File: config.mk
export PLATFORM = sky130hd
export DESIGN_NAME = alu_cmp_sequencer_flat
export DESIGN_NICKNAME = d
export VERILOG_FILES = /design/src/rtl/alu_cmp_sequencer_if.sv /design/src/rtl/alu_cmp_sequencer.sv /design/src/flat_wrapper.sv
export SDC_FILE = /design/constraint.sdc
export NUM_CORES = 1
export LEC_CHECK = 0
export CAP_MARGIN = 20
export CELL_PAD_IN_SITES_DETAIL_PLACEMENT = 0
export CELL_PAD_IN_SITES_GLOBAL_PLACEMENT = 1
export CORE_ASPECT_RATIO = 0.75
export CORE_MARGIN = 1
export CORE_UTILIZATION = 36
export CTS_CLUSTER_DIAMETER = 80
export DETAILED_ROUTE_END_ITERATION = 12
export DONT_BUFFER_PORTS = 1
export GPL_TIMING_DRIVEN = 0
export PLACE_DENSITY = 0.7
export SLEW_MARGIN = 20
export SYNTH_ARGS = -nofsm -noshare
export SYNTH_HDL_FRONTEND = slang
export SYNTH_SLANG_ARGS = --single-unit
File: constraint.sdc
create_clock -name clk -period 2.85 [get_ports clk]
set_clock_uncertainty 0.1 [all_clocks]
set_input_delay 0.7125 -clock clk [delete_from_list [all_inputs] [get_ports clk]]
set_output_delay 0.7125 -clock clk [all_outputs]
set_load 0.02 [all_outputs]
File: src/rtl/alu_cmp_sequencer_if.sv
// Handshake bundle for the sliced magnitude comparator: operand channel in, result channel out.
`default_nettype none

interface alu_cmp_sequencer_if #(
  parameter int WIDTH = 24
);
  logic             in_valid;
  logic             in_ready;
  logic [WIDTH-1:0] a;
  logic [WIDTH-1:0] b;
  logic             out_valid;
  logic             out_ready;
  logic             gte;
  logic             eq;
  logic [3:0]       cycles;
  logic             busy;

  modport master (
    output in_valid, a, b, out_ready,
    input  in_ready, out_valid, gte, eq, cycles, busy
  );

  modport slave (
    input  in_valid, a, b, out_ready,
    output in_ready, out_valid, gte, eq, cycles, busy
  );
endinterface

`default_nettype wire

File: src/rtl/alu_cmp_sequencer.sv
// +----------------------------------------------------------------------------+
// | alu_cmp_sequencer                                                          |
// | Multi-cycle unsigned A>=B / A==B compare, one 6-bit slice per cycle, MSB   |
// | slice first, with valid/ready handshakes on operands and result.           |
// | Revision: 1.0                                                              |
// +----------------------------------------------------------------------------+
`default_nettype none

module alu_cmp_sequencer #(
  parameter int NSLICE     = 4,
  parameter bit EARLY_EXIT = 1'b1
) (
  input  wire logic           clk,
  input  wire logic           rst,
  alu_cmp_sequencer_if.slave  bus
);

  localparam int         c_width    = 6 * NSLICE;
  localparam logic [2:0] c_last_idx = 3'(NSLICE - 1);

  typedef enum logic [1:0] {
    ST_IDLE = 2'd0,
    ST_CMP  = 2'd1,
    ST_DONE = 2'd2
  } state_t;

  state_t             r_state, w_state_next;
  logic [c_width-1:0] r_a, w_a_next;
  logic [c_width-1:0] r_b, w_b_next;
  logic [2:0]         r_idx, w_idx_next;
  logic               r_decided, w_decided_next;
  logic               r_gt, w_gt_next;
  logic [3:0]         r_cnt, w_cnt_next;
  logic               r_gte, w_gte_next;
  logic               r_eq, w_eq_next;
  logic [3:0]         r_cycles, w_cycles_next;

  logic [c_width-1:0] w_a_sh, w_b_sh;
  logic [5:0]         w_a_s, w_b_s;
  logic               w_slice_ne, w_slice_gt;
  logic               w_dec_now, w_gt_now;

  // Slice select works on the latched operands only; the ports may already carry the next op.
  assign w_a_sh     = r_a >> (6 * r_idx);
  assign w_b_sh     = r_b >> (6 * r_idx);
  assign w_a_s      = w_a_sh[5:0];
  assign w_b_s      = w_b_sh[5:0];
  assign w_slice_ne = (w_a_s != w_b_s);
  assign w_slice_gt = (w_a_s > w_b_s);
  assign w_dec_now  = r_decided | w_slice_ne;
  assign w_gt_now   = r_decided ? r_gt : w_slice_gt;

  always_comb begin
    w_state_next   = r_state;
    w_a_next       = r_a;
    w_b_next       = r_b;
    w_idx_next     = r_idx;
    w_decided_next = r_decided;
    w_gt_next      = r_gt;
    w_cnt_next     = r_cnt;
    w_gte_next     = r_gte;
    w_eq_next      = r_eq;
    w_cycles_next  = r_cycles;

    unique case (r_state)
      ST_IDLE: begin
        if (bus.in_valid) begin
          w_a_next       = bus.a;
          w_b_next       = bus.b;
          w_idx_next     = c_last_idx;
          w_decided_next = 1'b0;
          w_cnt_next     = 4'd0;
          w_state_next   = ST_CMP;
        end
      end
      ST_CMP: begin
        w_cnt_next = r_cnt + 4'd1;
        // Only the first unequal slice sets the verdict; later slices are scanned but ignored.
        if (!r_decided && w_slice_ne) begin
          w_decided_next = 1'b1;
          w_gt_next      = w_slice_gt;
        end
        if ((EARLY_EXIT && w_slice_ne && !r_decided) || (r_idx == 3'd0)) begin
          w_state_next  = ST_DONE;
          w_gte_next    = w_dec_now ? w_gt_now : 1'b1;
          w_eq_next     = ~w_dec_now;
          w_cycles_next = r_cnt + 4'd1;
        end else begin
          w_idx_next = r_idx - 3'd1;
        end
      end
      ST_DONE: begin
        if (bus.out_ready) begin
          w_state_next = ST_IDLE;
        end
      end
      default: begin
        w_state_next = ST_IDLE;
      end
    endcase
  end

  always_ff @(posedge clk or posedge rst) begin
    if (rst) begin
      r_state   <= ST_IDLE;
      r_a       <= '0;
      r_b       <= '0;
      r_idx     <= 3'd0;
      r_decided <= 1'b0;
      r_gt      <= 1'b0;
      r_cnt     <= 4'd0;
      r_gte     <= 1'b0;
      r_eq      <= 1'b0;
      r_cycles  <= 4'd0;
    end else begin
      r_state   <= w_state_next;
      r_a       <= w_a_next;
      r_b       <= w_b_next;
      r_idx     <= w_idx_next;
      r_decided <= w_decided_next;
      r_gt      <= w_gt_next;
      r_cnt     <= w_cnt_next;
      r_gte     <= w_gte_next;
      r_eq      <= w_eq_next;
      r_cycles  <= w_cycles_next;
    end
  end

  // in_ready is gated by rst directly so it drops the instant reset is asserted.
  assign bus.in_ready  = (r_state == ST_IDLE) && !rst;
  assign bus.out_valid = (r_state == ST_DONE);
  assign bus.busy      = (r_state != ST_IDLE);
  assign bus.gte       = r_gte;
  assign bus.eq        = r_eq;
  assign bus.cycles    = r_cycles;

endmodule

`default_nettype wire

File: src/flat_wrapper.sv
// flat-port wrapper written by rule: the top's interface ports become plain ports
module alu_cmp_sequencer_flat 
#(
  parameter int NSLICE     = 4,
  parameter bit EARLY_EXIT = 1'b1
)
  (clk, rst, bus_in_valid, bus_a, bus_b, bus_out_ready, bus_in_ready, bus_out_valid, bus_gte, bus_eq, bus_cycles, bus_busy);
  alu_cmp_sequencer_if #(.WIDTH(24)) bus_i ();
  input  wire logic clk;
  input  wire logic rst;
  input wire logic [$bits(bus_i.in_valid)-1:0] bus_in_valid;
  input wire logic [$bits(bus_i.a)-1:0] bus_a;
  input wire logic [$bits(bus_i.b)-1:0] bus_b;
  input wire logic [$bits(bus_i.out_ready)-1:0] bus_out_ready;
  output wire logic [$bits(bus_i.in_ready)-1:0] bus_in_ready;
  output wire logic [$bits(bus_i.out_valid)-1:0] bus_out_valid;
  output wire logic [$bits(bus_i.gte)-1:0] bus_gte;
  output wire logic [$bits(bus_i.eq)-1:0] bus_eq;
  output wire logic [$bits(bus_i.cycles)-1:0] bus_cycles;
  output wire logic [$bits(bus_i.busy)-1:0] bus_busy;
  assign bus_i.in_valid = bus_in_valid;
  assign bus_i.a = bus_a;
  assign bus_i.b = bus_b;
  assign bus_i.out_ready = bus_out_ready;
  assign bus_in_ready = bus_i.in_ready;
  assign bus_out_valid = bus_i.out_valid;
  assign bus_gte = bus_i.gte;
  assign bus_eq = bus_i.eq;
  assign bus_cycles = bus_i.cycles;
  assign bus_busy = bus_i.busy;
  alu_cmp_sequencer #(.NSLICE(NSLICE), .EARLY_EXIT(EARLY_EXIT)) u_core (.clk(clk), .rst(rst), .bus(bus_i));
endmodule
==> parameters.txt, run 1 <==
Parameter                              Value

Outcome
  Outcome ... complete, no violations

Setup path
  Req. time, crit path ... 3.00 ns
  Crit path kind ... reg2reg
  Reg-to-reg critical path endpoint ... u_core.r_idx[2]
  Crit-path cells ... buf_12, mux4_2, nor2b_1, ha_1, and4_4, a31oi_4, or4_4, a21oi_2
  Setup slack on the worst flop-to-flop path ... 0.1 ns
  Worst setup EP type ... flip-flop
  Startpoint of the most critical register-to-register path ... u_core.r_idx[0]
  Max incr delay on CP ... 0.51 ns
  Critical Path Fanout Max ... 10
  Startpoint Class ... flip-flop
  Reg2Reg Depth ... 8
  Arrival time of the worst setup path ... 2.91 ns
  Critical Path Slowest Stage Cell ... mux4_2

Synthesis
  Distinct cell type count of the synthesized netlist ... 37
  Register bit count reported by yosys ... 65
  Largest cells by area after synthesis ... dfrtp_1 (53%), mux2_2 (18%), mux4_2 (8.7%), ha_1 (3.6%), o21ai_0 (2.1%)
  Main synth FF type ... dfrtp_1
  Yosys warning total ... 0
  Most frequent cell after synthesis ... dfrtp_1
  Area of the mapped netlist ... 3100 sq um
  Top cells by count, synth ... dfrtp_1 (65), mux2_2 (50), o21ai_0 (13)
  Synthesized instance count ... 224
  Proportion of netlist area held by the largest area contributor ... 52.5%
  Portion of the post-synthesis area used by sequential elements ... 52.5%
  Cell type with the largest total area after synthesis ... dfrtp_1
  Number of enable flip-flop cells after synthesis ... 0
  Syn avg cell area ... 13.8 sq um
  Fraction of synthesis flops using an asynchronous set or reset pin ... 100%
  Total nets after synthesis ... 285

CTS
  Maximum clock insertion buffer count ... 2
  CTS Root Cell ... clkbuf_16
  Clock buffer count from CTS ... 9
  Clock slew at the register clock pins of the worst setup and hold paths ... 0.05 ns
  Hold bufs inserted after CTS ... 0
  Total number of H-tree levels ... 3
  Number of sinks handled by clock tree synthesis ... 65
  TritonCTS clock tree ... done
  Worst skew pair latency ... 0.33 ns

Global routing
  Global-route total usage across every layer ... 16.6%
  Grt ovf ... 0
  Wire length of the first global-routing pass ... 10700 um
  Pin count of the biggest net entering global routing ... 36
  Number of global-route vias before repair ... 1985
  Initial antenna violation count ... 0

Detailed routing
  Via count ... 1861
  First DRT Iteration DRCs ... 64
  Remaining antenna violation count after routing ... 0
  Total wire length ... 6570 um
  TritonRoute pass-1 iters ... 4
  Remaining DRCs ... 0
  Via-per-instance ratio ... 5.33
  Drt wl/cell ... 18.8 um

Floorplanning
  Number of primary I/O pins ... 61
  Die Ht ... 82.3 um
  Die area ... 8980 sq um
  Floorplan die width ... 109 um
  Effective utilization at floorplan ... 38.3%
  Placement Rows ... 28
  Area of the core ... 8090 sq um

STA
  Normalized max-slew margin ... 63.4%
  Worst Setup Slack, final ... 0.0957 ns
  Maximum achievable frequency ... 363 MHz
  Number of hold violations in the final report ... 0
  Final Max Tran Viols ... 0
  Unrepaired setup endpoints after global routing ... no
  Part of the cycle the worst path needs ... 96.6%
  Final setup violating endpoints ... 0
  Tmin final ... 2.75 ns
  Slew of the pin with the lowest slew margin ... 0.547 ns

Place
  Placer's final routability congestion estimate ... 0.738
  Half-perimeter wire length after placement ... 4820 um
  Placed inst area ... 3250 sq um
  Number of buffers added on ports ... 0
  Instance count after placement with tap cells included ... 330
  Post-Place Setup Slack ... -0.352 ns

Finish
  Filler Cells Inserted ... 747
  Cell Count, Final, Fillers Out ... 349
  Area of all placed cells without fillers ... 3590 sq um
  Net count reported at finish ... 300
  Layout cell share with drive strength beyond 1 ... 40.6%
  Antenna cells ... 0
  Synthesis-to-finish area growth ... 15.8%

Power and ir drop
  Power dissipated by switching net loads ... 1.69 mW
  Total leakage power ... 1.54 nW
  Power share of the combinational group ... 43.7%
  Proportion of power drawn by the clock network ... 21.0%
  Register share of total power ... 35.4%
  Switching Fraction ... 35.3%
  Power density relative to cell area ... 1330 nW/um^2
  Peak ir drop on the vdd network ... 0.000493 V
  Internal power ... 3.09 mW

Min path
  Class of the tightest hold or removal check ... in2async

Run
  Max-cap viol count ... 0
[logic make-up (layout without fill, tap and decap cells)]
group                    after synthesis  count (layout)  share of synthesized area (%)
AO/OA/AOI/OAI                         29              29                           6.14
XOR/XNOR                               2               2                          0.566
adder cells (fa/ha/maj)                9               9                           3.64
buffers and inverters                 15              35                           2.14
flip-flops                            65              65                           52.5
multiplexers                          63              63                           27.2
AND/OR/NAND/NOR                       41              41                           7.76
[cell type report]
cell class,instances,area (sq um),area share (%)
Sequential cell,65,1630,45.4
Multi-Input combinational cell,144,1420,39.5
Clock buffer,13,260,7.26
Tap cell,105,131,3.66
Buffer,9,65.1,1.81
Timing Repair Buffer,4,42.5,1.19
Inverter,6,25.0,0.698
Clock inverter,3,15.0,0.419
[stage by stage]
stage	util (%)	total power, mW	TNS (ns)	hold WS (ns)
final	44.3	4.78	0	0.150
after global placement	39.9	3.65	-23.84	0.385
after global routing	44.3	5.14	0	0.177
after CTS	43.9	4.79	0	0.162
after detailed placement	40.2	3.72	-3.03	0.393
after floorplan	-	3.25	0	0.368
[registers in the layout, indices dropped and copies added (netlist names)]
register and flops:
u_core.r_idx 3, u_core.r_gt 1, u_core.r_state 2, u_core.r_b 24
u_core.r_decided 1, u_core.bus.eq 1, u_core.r_cnt 4, u_core.r_a 24
u_core.bus.gte 1, u_core.bus.cycles 4
[critical path, delay by kind of cell (launching register included)]
kind                       cells  cell delay, ns
and+or+nand+nor                3            0.91
adders and majority gates      1            0.35
buffers and inverters          1            0.15
DFF                            1            0.40
muxes                          1            0.51
AOI/OAI and AO/OA              2            0.26
[routing by layer]
| layer | track usage [%] | part of all wire (%) | wire length (um) |
|---|---|---|---|
| met1 | 21.4 | 47 | 3080 |
| met2 | 24.6 | 44 | 2880 |
| met3 | 7.61 | 8.2 | 536 |
| met4 | 5.68 | 1.1 | 74 |
| met5 | 0 | 0 | 0 |
[layout by cell type, fill, tap and decap left out, types with 3 or more instances in the layout]
master / n
mux2_2: 50
dfrtp_1: 63
o21ai_0: 13
ha_1: 9
clkbuf_16: 9
buf_4: 3
nor2_1: 5
nand2b_1: 8
nand2_1: 8
nor2b_1: 9
mux4_2: 12
clkinv_2: 3
buf_2: 6
inv_1: 5
clkbuf_1: 3
[power by group through the flow]
stage	combinational (mW)	sequential, mW	clock [mW]
after CTS	2.07	1.69	1.03
after detailed placement	2.01	1.71	0
after global placement	1.95	1.70	0
after global routing	2.30	1.77	1.07
final	2.09	1.69	1.00
after floorplan	1.64	1.61	0
[worst max-delay path by stage]
stage | slack [ns] | startpoint | end
after CTS | 0.02 | u_core.r_idx[1] | u_core.bus.cycles[1]
final | 0.1 | u_core.r_idx[0] | u_core.r_idx[2]
after global placement | -0.33 | rst | u_core.r_a[23]
after global routing | 0.02 | u_core.r_idx[0] | u_core.r_idx[2]
after floorplan | 0.08 | u_core.r_idx[0] | u_core.r_idx[2]
after detailed placement | -0.35 | u_core.r_idx[0] | u_core.bus.cycles[1]
[what timing repair did]
item	CTS	global route
pin swaps	0	1
setup buffers	1	2
endpoints found under the setup margin	12	6
cloned	0	0
endpoints found under the hold margin	0	0
resized for setup	5	5
No activity file was read; power rests on OpenSTA's default activity.
==> inputs of run 2 (changes only) <==
Settings changed: MAX_ROUTING_LAYER set to met4.
==> run 2 against run 1 <==
  * Register-to-register slack about the same
  * Clock power hardly changed
  * Highest routed layer unchanged
  * Cell count is the same
  * Worst hold slack improved by 0.0060 ns
==> parameters.txt, run 2 (same netlist as run 1, synthesis figures left out) <==
Parameter                              Value

Outcome
  Outcome ... complete, no violations

Setup path
  Critical Path Slowest Stage Cell ... mux4_2
  Setup slack on the worst flop-to-flop path ... 0.09 ns (about the same)
  Startpoint Class ... flip-flop
  Crit path kind ... reg2reg
  Crit path launch ... u_core.r_idx[0]
  Worst setup EP type ... flip-flop
  Arrival time of the worst setup path ... 2.92 ns (about the same)
  Buffer and inverter count on the worst path ... 1 (unchanged)
  Startpoint of the most critical register-to-register path ... u_core.r_idx[0]
  Req. time, crit path ... 3.00 ns (about the same)
  Family with the most delay on the worst path ... simple AND/OR/NAND/NOR gates
  Crit-path cells ... buf_12, mux4_2, nor2b_1, ha_1, and4_4, a31oi_4, or4_4, a21oi_2
  Max incr delay on CP ... 0.51 ns (about the same)
  Critical Path Fanout Max ... 10 (unchanged)

Detailed routing
  Remaining DRCs ... 0 (unchanged)
  Drt wl/cell ... 19.0 um (+0.78%)
  First DRT Iteration DRCs ... 56 (-13%)
  Remaining antenna violation count after routing ... 0 (unchanged)
  Via-per-instance ratio ... 5.36 (+0.43%)
  Via count ... 1869 (+0.43%)
  Total wire length ... 6620 um (+0.78%)
  TritonRoute pass-1 iters ... 4 (unchanged)

Floorplanning
  Placement Rows ... 28 (unchanged)
  Floorplan die width ... 109 um (unchanged)
  Die Ht ... 82.3 um (unchanged)
  Die area ... 8980 sq um (unchanged)
  Effective utilization at floorplan ... 38.3% (unchanged)
  Area of the core ... 8090 sq um (unchanged)
  Number of primary I/O pins ... 61 (unchanged)

Global routing
  Initial antenna violation count ... 0 (unchanged)
  Pin count of the biggest net entering global routing ... 36 (unchanged)
  Grt ovf ... 0 (unchanged)
  Global-route total usage across every layer ... 17.2% (+0.61 points)
  Number of global-route vias before repair ... 1986 (+0.050%)
  Wire length of the first global-routing pass ... 10700 um (-0.13%)

STA
  Worst Setup Slack, final ... 0.0866 ns (-0.00914 ns)
  Normalized max-slew margin ... 64.1% (+0.68 points)
  Slew of the pin with the lowest slew margin ... 0.537 ns (-0.0101 ns)
  Final setup violating endpoints ... 0 (unchanged)
  Tmin final ... 2.76 ns (+0.00914 ns)
  Unrepaired setup endpoints after global routing ... no
  Number of hold violations in the final report ... 0 (unchanged)
  Maximum achievable frequency ... 362 MHz (-0.33%)
  Part of the cycle the worst path needs ... 97.0% (+0.32 points)
  Worst Hold Margin ... 0.156 ns (+0.00598 ns)
  Final Max Tran Viols ... 0 (unchanged)
  Aggregate negative setup slack ... 0 ns (unchanged)

Finish
  Biggest registers after layout ... u_core.r_a: 24 flops, u_core.r_b: 24 flops
  Filler Cells Inserted ... 747 (unchanged)
  Most common cell after layout, fill and taps aside ... dfrtp_1
  Synthesis-to-finish area growth ... 15.8% (unchanged)
  Net count reported at finish ... 300 (unchanged)
  Most frequent cells in the layout ... dfrtp_1 (63), mux2_2 (50), o21ai_0 (13)
  Layout cell share with drive strength beyond 1 ... 40.6% (unchanged)
  Antenna cells ... 0 (unchanged)

Power and ir drop
  Power density relative to cell area ... 1330 nW/um^2 (about the same)
  Total leakage power ... 1.54 nW (unchanged)
  Peak ir drop on the vdd network ... 0.000492 V (-0.20%)

CTS
  Worst skew pair latency ... 0.33 ns (about the same)
  Total number of H-tree levels ... 3 (unchanged)
  Number of sinks handled by clock tree synthesis ... 65 (unchanged)
  Maximum clock insertion buffer count ... 2 (unchanged)
  TritonCTS clock tree ... done
  CTS Root Cell ... clkbuf_16
  Hold bufs inserted after CTS ... 0 (unchanged)
  Clock slew at the register clock pins of the worst setup and hold paths ... 0.06 ns (about the same)
  Clock buffer count from CTS ... 9 (unchanged)

Min path
  Class of the tightest hold or removal check ... in2async

Place
  Half-perimeter wire length after placement ... 4820 um (unchanged)
  Placer's final routability congestion estimate ... 0.747 (+1.2%)
  Post-Place Setup Slack ... -0.352 ns (unchanged)
  Number of buffers added on ports ... 0 (unchanged)

Run
  Max-cap viol count ... 0 (unchanged)
## run 2: where the power goes
group	leakage [nW]	internal, mW	total [mW]	switching (mW)
Sequential	0.776	1.38	1.69	0.315
Combinational	0.620	1.09	2.09	1.00
Clock	0.139	0.631	1.00	0.372
Total	1.54	3.09	4.78	1.69
## run 2: final timing paths
path                       cells past startpoint                 to
min in group clk                               1  u_core.r_state[1]
min                                            1  u_core.r_state[1]
max reg2reg                                    8    u_core.r_idx[2]
max                                            8    u_core.r_idx[2]
max in group asynchronous                      2    u_core.r_idx[1]
min reg2reg                                    1      u_core.r_b[6]
## run 2: metal layers
metal	GRT usage [%]	vias to the layer above	routed length [um]	part of all wire [%]
met5	-	-	0	0
met3	7.61	9	465	7.0
li1	-	857	-	-
met1	21.9	959	3200	48
met2	24.5	44	2900	44
met4	5.27	0	57	0.86
## run 2: area by class of cell
type / instances / area (sq um) / area share, %
repair buffers: 4 / 42.5 / 1.19
plain buffers: 9 / 65.1 / 1.81
well taps: 105 / 131 / 3.66
flip-flops and latches: 65 / 1630 / 45.4
inverters: 6 / 25.0 / 0.698
multi-input cells: 144 / 1420 / 39.5
clock buffers: 13 / 260 / 7.26
clock inverters: 3 / 15.0 / 0.419
## run 2: timing repair
action | 4_1_cts | 5_1_grt
setup endpoints to repair | 12 | 6
resized for setup | 5 | 5
setup buffers | 1 | 2
endpoints found under the hold margin | 0 | 0
pin swaps | 0 | 1
## run 2: metrics by stage
| stage | util, % | total power [mW] | area, sq um | instances |
|---|---|---|---|---|
| floorplan | - | 3.25 | 3100 | 224 |
| global placement | 39.9 | 3.65 | 3230 | 329 |
| detailed placement | 40.2 | 3.72 | 3250 | 330 |
| CTS | 43.9 | 4.79 | 3550 | 347 |
| global route | 44.3 | 5.14 | 3590 | 349 |
| finish | 44.3 | 4.78 | 3590 | 349 |
